===== config.mk =====
export PLATFORM = sky130hd
export DESIGN_NAME = controller_input
export DESIGN_NICKNAME = d
export VERILOG_FILES = /design/src/rtl/controller_input.sv
export SDC_FILE = /design/constraint.sdc
export NUM_CORES = 1
export LEC_CHECK = 0
export CORE_ASPECT_RATIO = 1.75
export CORE_MARGIN = 3
export CORE_UTILIZATION = 60
export CTS_CLUSTER_DIAMETER = 60
export DETAILED_ROUTE_END_ITERATION = 7
export PLACE_DENSITY = 0.78
export SLEW_MARGIN = 30
export SYNTH_ARGS = -nofsm -noshare
export SYNTH_HDL_FRONTEND = slang
export SYNTH_SLANG_ARGS = --single-unit

===== constraint.sdc =====
create_clock -name clk -period 5.1 [get_ports clk]
set_clock_uncertainty 0.1 [all_clocks]
set_input_delay 0.51 -clock clk [delete_from_list [all_inputs] [get_ports clk]]
set_output_delay 0.51 -clock clk [all_outputs]
set_load 0.05 [all_outputs]

===== src/rtl/controller_input.sv =====
// controller_input: debounced, refresh-aligned button levels with press/release/auto-repeat pulses
// Ports: clk, rst (async, active-high), refresh (frame strobe), buttons_raw (async pins, 1 = pressed);
// buttons_held (debounced level at last refresh), buttons_pressed/buttons_released/buttons_move
// (one-cycle per-frame pulses), frame_valid (marks the cycle the pulses are valid).
module controller_input #(
  parameter int NUM_BUTTONS     = 4,
  parameter int DEBOUNCE_CYCLES = 250000,
  parameter int REPEAT_DELAY    = 30,
  parameter int REPEAT_RATE     = 6
) (
  input  logic                   clk,
  input  logic                   rst,
  input  logic                   refresh,
  input  logic [NUM_BUTTONS-1:0] buttons_raw,
  output logic [NUM_BUTTONS-1:0] buttons_held,
  output logic [NUM_BUTTONS-1:0] buttons_pressed,
  output logic [NUM_BUTTONS-1:0] buttons_released,
  output logic [NUM_BUTTONS-1:0] buttons_move,
  output logic                   frame_valid
);
  localparam int DW = $clog2(DEBOUNCE_CYCLES);
  localparam int RW = $clog2(REPEAT_DELAY + 1);
  localparam logic [DW-1:0] D_MAX = DW'(DEBOUNCE_CYCLES - 1);
  localparam logic [RW-1:0] R_MAX = RW'(REPEAT_DELAY);
  localparam logic [RW-1:0] R_RELOAD = RW'(REPEAT_DELAY - REPEAT_RATE + 1);
  logic [NUM_BUTTONS-1:0] s1, sync, stable, press_pend, rel_pend;
  logic [NUM_BUTTONS-1:0] rise_now, fall_now, stable_nx, press_del, move_nx;
  logic [DW-1:0] dcnt [NUM_BUTTONS];
  logic [DW-1:0] dcnt_nx [NUM_BUTTONS];
  logic [RW-1:0] rcnt [NUM_BUTTONS];
  logic [RW-1:0] rcnt_nx [NUM_BUTTONS];
  // stable_nx is the level after any same-cycle debounced edge, so an edge landing
  // on the refresh cycle is folded into that frame's snapshot and pulses.
  always_comb begin
    rise_now  = '0;
    fall_now  = '0;
    stable_nx = '0;
    press_del = '0;
    move_nx   = '0;
    for (int i = 0; i < NUM_BUTTONS; i++) begin
      rise_now[i]  = sync[i] & ~stable[i] & (dcnt[i] == D_MAX);
      fall_now[i]  = ~sync[i] & stable[i] & (dcnt[i] == D_MAX);
      stable_nx[i] = (rise_now[i] | fall_now[i]) ? sync[i] : stable[i];
      dcnt_nx[i]   = (sync[i] == stable[i] || dcnt[i] == D_MAX) ? '0 : dcnt[i] + 1'b1;
      press_del[i] = press_pend[i] | rise_now[i];
      move_nx[i]   = press_del[i] | (stable_nx[i] & (rcnt[i] == R_MAX));
      rcnt_nx[i]   = press_del[i]          ? RW'(stable_nx[i]) :
                     !stable_nx[i]         ? '0 :
                     (rcnt[i] == R_MAX)    ? R_RELOAD : rcnt[i] + 1'b1;
    end
  end
  always_ff @(posedge clk or posedge rst) begin
    if (rst) begin
      s1               <= '0;
      sync             <= '0;
      stable           <= '0;
      press_pend       <= '0;
      rel_pend         <= '0;
      dcnt             <= '{default: '0};
      rcnt             <= '{default: '0};
      buttons_held     <= '0;
      buttons_pressed  <= '0;
      buttons_released <= '0;
      buttons_move     <= '0;
      frame_valid      <= 1'b0;
    end else begin
      s1          <= buttons_raw;
      sync        <= s1;
      stable      <= stable_nx;
      dcnt        <= dcnt_nx;
      frame_valid <= refresh;
      if (refresh) begin
        press_pend       <= '0;
        rel_pend         <= '0;
        rcnt             <= rcnt_nx;
        buttons_held     <= stable_nx;
        buttons_pressed  <= press_del;
        buttons_released <= rel_pend | fall_now;
        buttons_move     <= move_nx;
      end else begin
        press_pend       <= press_pend | rise_now;
        rel_pend         <= rel_pend | fall_now;
        buttons_pressed  <= '0;
        buttons_released <= '0;
        buttons_move     <= '0;
      end
    end
  end
endmodule


---- After elaboration in Yosys (flattened, before gate mapping) ----
Cells that the tools add are included.
word-level totals
  bits in registers ....................... 129
  input port bits ......................... 7
  output and inout bits ................... 17
  word-level logic and storage cells ...... 109
cells by class
  $add $sub $neg .......................... 8
  equal/unequal tests ..................... 12
  mux-type cells .......................... 25
  bitwise logic cells ..................... 42
  reductions and logical operators ........ 4
operators by type and width
  kind                                            count
  adder 18 x 1 -> 18 bit (second input constant)  4
  equality test 18 bit (second input constant)    4
  two-way mux 18 bit                              4
  two-way mux 5 bit                               12
  adder 5 x 1 -> 5 bit (second input constant)    4
  bitwise AND 1 bit                               20
  equality test 5 bit (second input constant)     4
  two-way mux 4 bit                               5
  OR 1 bit                                        12
  NOT 1 bit                                       8
  OR 4 bit                                        2
  equality test 1 bit                             4
  logical OR 1 bit                                4
  two-way mux 1 bit                               4

---- Depth between registers and ports, before layout ----
Gate-level depths: netlist (run 1).
  word-level depth ........................ 8
  mapped depth ............................ 8
  mapped depth without buffers ............ 7

---- Worst setup path before layout (run 1) ----
OpenSTA, ideal clock, no wires.
  path kind ............................... flip-flop to flip-flop
  from .................................... register dcnt[23] in the netlist's numbering
  to ...................................... register dcnt[27] in the netlist's numbering
  setup time .............................. 0.119 ns
  data arrival time ....................... 1.983 ns
  data required time ...................... 4.881 ns
  setup slack ............................. 2.898 ns
  cell stages (with the launch flop) ...... 8
  path buffers ............................ 2
  period minus slack after synthesis ...... 2.202 ns
  cells stage by stage .................... dfrtp_1 -> or4b_1 -> or4_4 -> nor2_1 -> or2_2 -> buf_4 -> buf_6 -> nor2_1
RTL lines
  item                      line  RTL
  start: declaration        28    logic [DW-1:0] dcnt [NUM_BUTTONS];
  start signal: assignment  70    dcnt <= dcnt_nx;

==> run metrics, run 1 <==
status finished, final reports clean; endpoints failing setup 0; fin crit period 2.55 ns; global-route wire length before repair 22.3 mm; Worst VDD drop 287 uV; area of the multi-input gates 2800 sq um; met1 Track Usage GR 26.8%; RePlAce Congestion 0.869; CTS clk-pin slew, worst paths 0.06 ns; leakage 3.12 nW; post-synth cell types 48; Starting Density 62.3%; Port Buffers 23; sequential area share after synthesis 51.7%; Die Wd 83.1 um; wire per inst 16.0 um; vias per inst 5.98; cells after synthesis 638; Post-Syn Area 6250 sq um; Post-CTS Hold Fix Bufs 0; worst hold slack 0.248 ns; Sequential Power Share 43.2%; EDFF count, synth 0; Root Buffer clkbuf_16; crit path kind register to register; syn avg cell area 9.79 sq um; vias after detailed routing 4805; top_reg_cell synth dfrtp_1; htree depth 4; Max-cap violations 0; reg2reg path depth 5; ant diodes 0; DRT Pass-1 Iters 7; antenna viol nets, final 0; Async SR Flop Fraction 100%; net count after synthesis 665; core region area 10000 sq um; Max Slew Vio Count 0; Pint 1.92 mW; Std-Cell Rows 48; Hold Path Cell Cnt 0; gr busiest metal met2; Clock Sinks 129; FMAX 392 MHz; met3 GRT Util 5.96%; post-route cell area 7210 sq um; initial DRC count 257; DP Area 6570 sq um; Worst setup EP type register; Critical Path AT 2.72 ns; dpl hpwl 8.43 mm; register area 3230 sq um; Critical R2R Launch dcnt[60]; Die H 141 um; synth warn 0; Area Overhead vs Synth 15.4%; r2r endpoint dcnt[61]; Max Buffers Root-to-Sink 2; met2 usage 41.1%; worst min-delay path endpoint sync[2]; post-CTS resize count 0; CTS tree built; Worst Path Required 5.27 ns; layout cells sized above 1 8.39%; vias in the first global route 4986; initial antenna violation count 0; total wire length 12.8 mm; largest fanout on the critical path 17; Comb power frac 2.9%; Post-CTS Setup Bufs 0; DRC 0; gr ovfl total 0; Hold Crit Class register to register; I/O Pins 24; Switching Fraction 20.5%; fillers 715; Psw 497 uW; period utilization 50.1%; worst-margin pin slew 0.666 ns; Worst R2R Setup Slack 2.55 ns; Clk network pwr share 53.9%; setup total negative slack 0 ns; Setup crit start kind register; synthesized flop and latch total 129; relative slew slack 55.2%; final count of hold timing violations 0; CTS buffer count 17; GRT Overall Usage 23.3%; RSZ-0062 raised after global routing false; Worst Hold Launch s1[2]; die area 11700 sq um; PD cells 336 nW/um^2; pin count of the biggest net entering global routing 50; fin nets 693; Worst-Skew Late Latency 0.42 ns
worst max path at each step:
stage / start / to / slack, ns / cells past startpoint
global placement: refresh / rcnt[17] / 2.49 / 6
finish: dcnt[60] / dcnt[61] / 2.55 / 5
global route: dcnt[60] / dcnt[61] / 2.40 / 5
CTS: dcnt[6] / dcnt[16] / 2.57 / 5
floorplan: rst / buttons_held[0] / 1.05 / 1
detailed placement: refresh / rcnt[17] / 2.41 / 6
power groups by stage:
stage          logic [mW]  clock network [mW]  registers [mW]
6_report           0.0702                1.30            1.05
5_1_grt            0.0803                1.37            1.05
4_1_cts            0.0723                1.32            1.05
3_5_place_dp       0.0716                   0            1.06
3_3_place_gp       0.0694                   0            1.06
2_1_floorplan      0.0508                   0            1.06
registers in the layout, indices dropped and copies added (netlist names):
register / flops
dcnt: 72
rcnt: 20
stable: 4
buttons_held: 4
buttons_move: 4
s1: 4
buttons_released: 4
sync: 4
buttons_pressed: 4
rel_pend: 4
press_pend: 4
frame_valid: 1
final cells by class:
type / instances / area share, %
flip-flops and latches: 129 / 44.8
multi-input cells: 457 / 38.8
clock buffers: 23 / 6.77
repair buffers: 26 / 3.51
well taps: 125 / 2.17
clock inverters: 9 / 2.12
inverters: 35 / 1.86
logic make-up after synthesis:
family          count (synthesis)  share of synthesized area, %
buf+inv                        52                          3.54
flops                         129                          51.7
mux                             3                         0.541
fa+ha+maj                      20                          4.00
simple gates                  300                          24.3
compound gates                 70                          6.97
xor+xnor                       64                          8.97
cell usage after synthesis, drive strengths merged, types with 12 or more instances:
cell   count  area share [%]
nand2     26             1.6
a21oi     29             2.3
nand3     36             2.9
nor2     122             7.3
dfrtp    129              52
ha        20             4.0
nor3      25             2.2
xnor2     35             4.9
inv       34             2.0
nand4     20             2.0
xor2      29             4.1
and3      12             1.2
per-stage QoR:
step / worst slack [ns] / power [mW] / cells / util, %
floorplan: 1.05 / 1.12 / 638 / -
global placement: 2.49 / 1.13 / 772 / 65.5
detailed placement: 2.41 / 1.14 / 772 / 65.5
CTS: 2.57 / 2.43 / 804 / 71.9
global route: 2.40 / 2.50 / 804 / 71.9
finish: 2.55 / 2.42 / 804 / 71.9
placed cells by master (no fill, tap or decap), types with 9 or more instances in the layout:
cell,count
and4_1,10
o21ai_0,9
xnor2_1,35
dfrtp_1,129
clkdlybuf4s50_1,23
nand2b_1,11
nor3_1,24
nand3_1,36
nand4_1,20
a21oi_1,29
inv_1,33
and3_1,11
nand2_1,26
xor2_1,29
nor2_1,122
clkbuf_16,17
ha_1,20
worst max-delay path, cell delays in order (launching register included):
cell and delay (ns):
dfrtp_1 0.43, or4b_1 0.57, or4_4 0.53, nor2_1 0.14, or2_1 0.49, nor2_1 0.13
metal layers:
layer | part of all wire [%] | up-vias | routed length (um)
li1 | - | 2262 | -
met1 | 40 | 2388 | 5110
met2 | 55 | 131 | 7010
met3 | 3.9 | 24 | 499
met4 | 1.7 | 0 | 214
met5 | 0 | - | 0
No activity file was read; power rests on OpenSTA's default activity.
==> run 2: changes to the inputs <==
==> constraint.sdc (replaced) <==
create_clock -name clk -period 2.7 [get_ports clk]
set_clock_uncertainty 0.1 [all_clocks]
set_input_delay 0.27 -clock clk [delete_from_list [all_inputs] [get_ports clk]]
set_output_delay 0.27 -clock clk [all_outputs]
set_load 0.05 [all_outputs]
==> run metrics, run 2 (synthesis results as in run 1) <==
crit path kind register to register; DP Cell Count 776; CTS tree built; relative slew slack 56.5%; Std-Cell Rows 48; layout cells sized above 1 9.37%; global-route wire length before repair 22.3 mm; RePlAce Congestion 0.828; initial antenna violation count 0; met3 GRT Util 6.49%; RSZ-0062 raised after global routing false; Die Wd 83.1 um; die area 11700 sq um; fin nets 697; htree depth 4; Max Buffers Root-to-Sink 2; Largest register FFs 72; most frequent cells in the layout 129 x dfrtp_1, 122 x nor2_1, 36 x nand3_1; Setup crit start kind register; Post-CTS Hold Fix Bufs 0; final count of hold timing violations 0; Worst Path Required 2.90 ns; worst-margin pin slew 0.648 ns; Port Buffers 23; dpl hpwl 8.60 mm; met1 Track Usage GR 25.5%; met2 usage 42.7%; worst hold slack 0.112 ns; Worst VDD drop 485 uV; gr busiest metal met2; final setup margin 0.311 ns; post-route cell area 7230 sq um; I/O Pins 24; DRT Pass-1 Iters 5; Max Slew Vio Count 0; FMAX 419 MHz; vias in the first global route 4953; Starting Density 62.3%; endpoints failing setup 0; post-CTS resize count 0; Area Overhead vs Synth 15.8%; largest fanout on the critical path 6; gr ovfl total 0; period utilization 88.5%; CTS clk-pin slew, worst paths 0.06 ns; Worst-Skew Late Latency 0.41 ns; wire per inst 15.7 um; Post-CTS Setup Bufs 0; pin count of the biggest net entering global routing 56; leakage 3.13 nW; Root Buffer clkbuf_16; Worst setup EP type register; Top reg by flops dcnt; fin crit period 2.39 ns; commonest non-fill, non-tap cell in the layout dfrtp_1; CTS buffer count 17; Layout Cells excl Fill 808; antenna viol nets, final 0; DRC 0; core region area 10000 sq um; ant diodes 0; Largest regs dcnt (72), rcnt (20); PD cells 616 nW/um^2; GRT Overall Usage 23.4%; status finished, final reports clean; Die H 141 um; pre-CTS setup slack 0.344 ns; setup total negative slack 0 ns; vias after detailed routing 4792; Critical Path AT 2.59 ns; total wire length 12.7 mm; Clock Sinks 129; vias per inst 5.93; DP Area 6620 sq um; initial DRC count 315; Max-cap violations 0; Hold Crit Class input pin to async pin
run 2: per-stage QoR:
step	power, mW	util [%]
floorplan	2.11	-
global placement	2.15	66.0
detailed placement	2.16	66.0
CTS	4.48	72.1
global route	4.62	72.1
finish	4.45	72.1
run 2: where the power goes:
group / total, mW / switching, mW / internal, mW
registers: 1.98 / 0.0189 / 1.96
logic: 0.144 / 0.100 / 0.0434
clock network: 2.33 / 0.834 / 1.50
run 2: critical path, stage by stage (launching register included):
cell and delay [ns]:
dfrtp_1 0.43, or4b_1 0.57, nor3_1 0.42, a21oi_1 0.14, or2_2 0.34, mux2_2 0.27
run 2: worst paths after layout:
| check | from | to | slack [ns] | cells after the start |
|---|---|---|---|---|
| min in group clk | buttons_raw[3] | s1[3] | 0.19 | 1 |
| setup reg to reg | dcnt[6] | buttons_held[3] | 0.31 | 5 |
| setup / recovery | dcnt[6] | buttons_held[3] | 0.31 | 5 |
| max in group asynchronous | rst | press_pend[1] | 1.78 | 3 |
| hold / removal | rst | dcnt[13] | 0.11 | 2 |
| hold reg to reg | s1[2] | sync[2] | 0.25 | 0 |
run 2: metal layers:
layer  share of wire [%]  vias up
li1                    -     2272
met4                 2.3        0
met3                 3.7       31
met5                   0        -
met1                  39     2347
met2                  55      142
run 2: layout make-up:
| cell class | instances | area [sq um] |
|---|---|---|
| Clock buffer | 19 | 453 |
| Fill cell | 697 | 2800 |
| Clock inverter | 13 | 159 |
| Multi-Input combinational cell | 457 | 2800 |
| Sequential cell | 129 | 3230 |
| Timing Repair Buffer | 30 | 303 |
| Tap cell | 125 | 156 |
| Inverter | 35 | 135 |
==> run 3: changes to the inputs <==
--- a/config.mk
+++ b/config.mk
@@ -10,7 +10,9 @@
 export CORE_UTILIZATION = 60
 export CTS_CLUSTER_DIAMETER = 60
 export DETAILED_ROUTE_END_ITERATION = 7
+export GPL_ROUTABILITY_DRIVEN = 0
 export PLACE_DENSITY = 0.78
+export SKIP_LAST_GASP = 1
 export SLEW_MARGIN = 30
 export SYNTH_ARGS = -nofsm -noshare
 export SYNTH_HDL_FRONTEND = slang
==> results of run 3 <==
Final layout, timing and power as in run 2 (identical DEF).
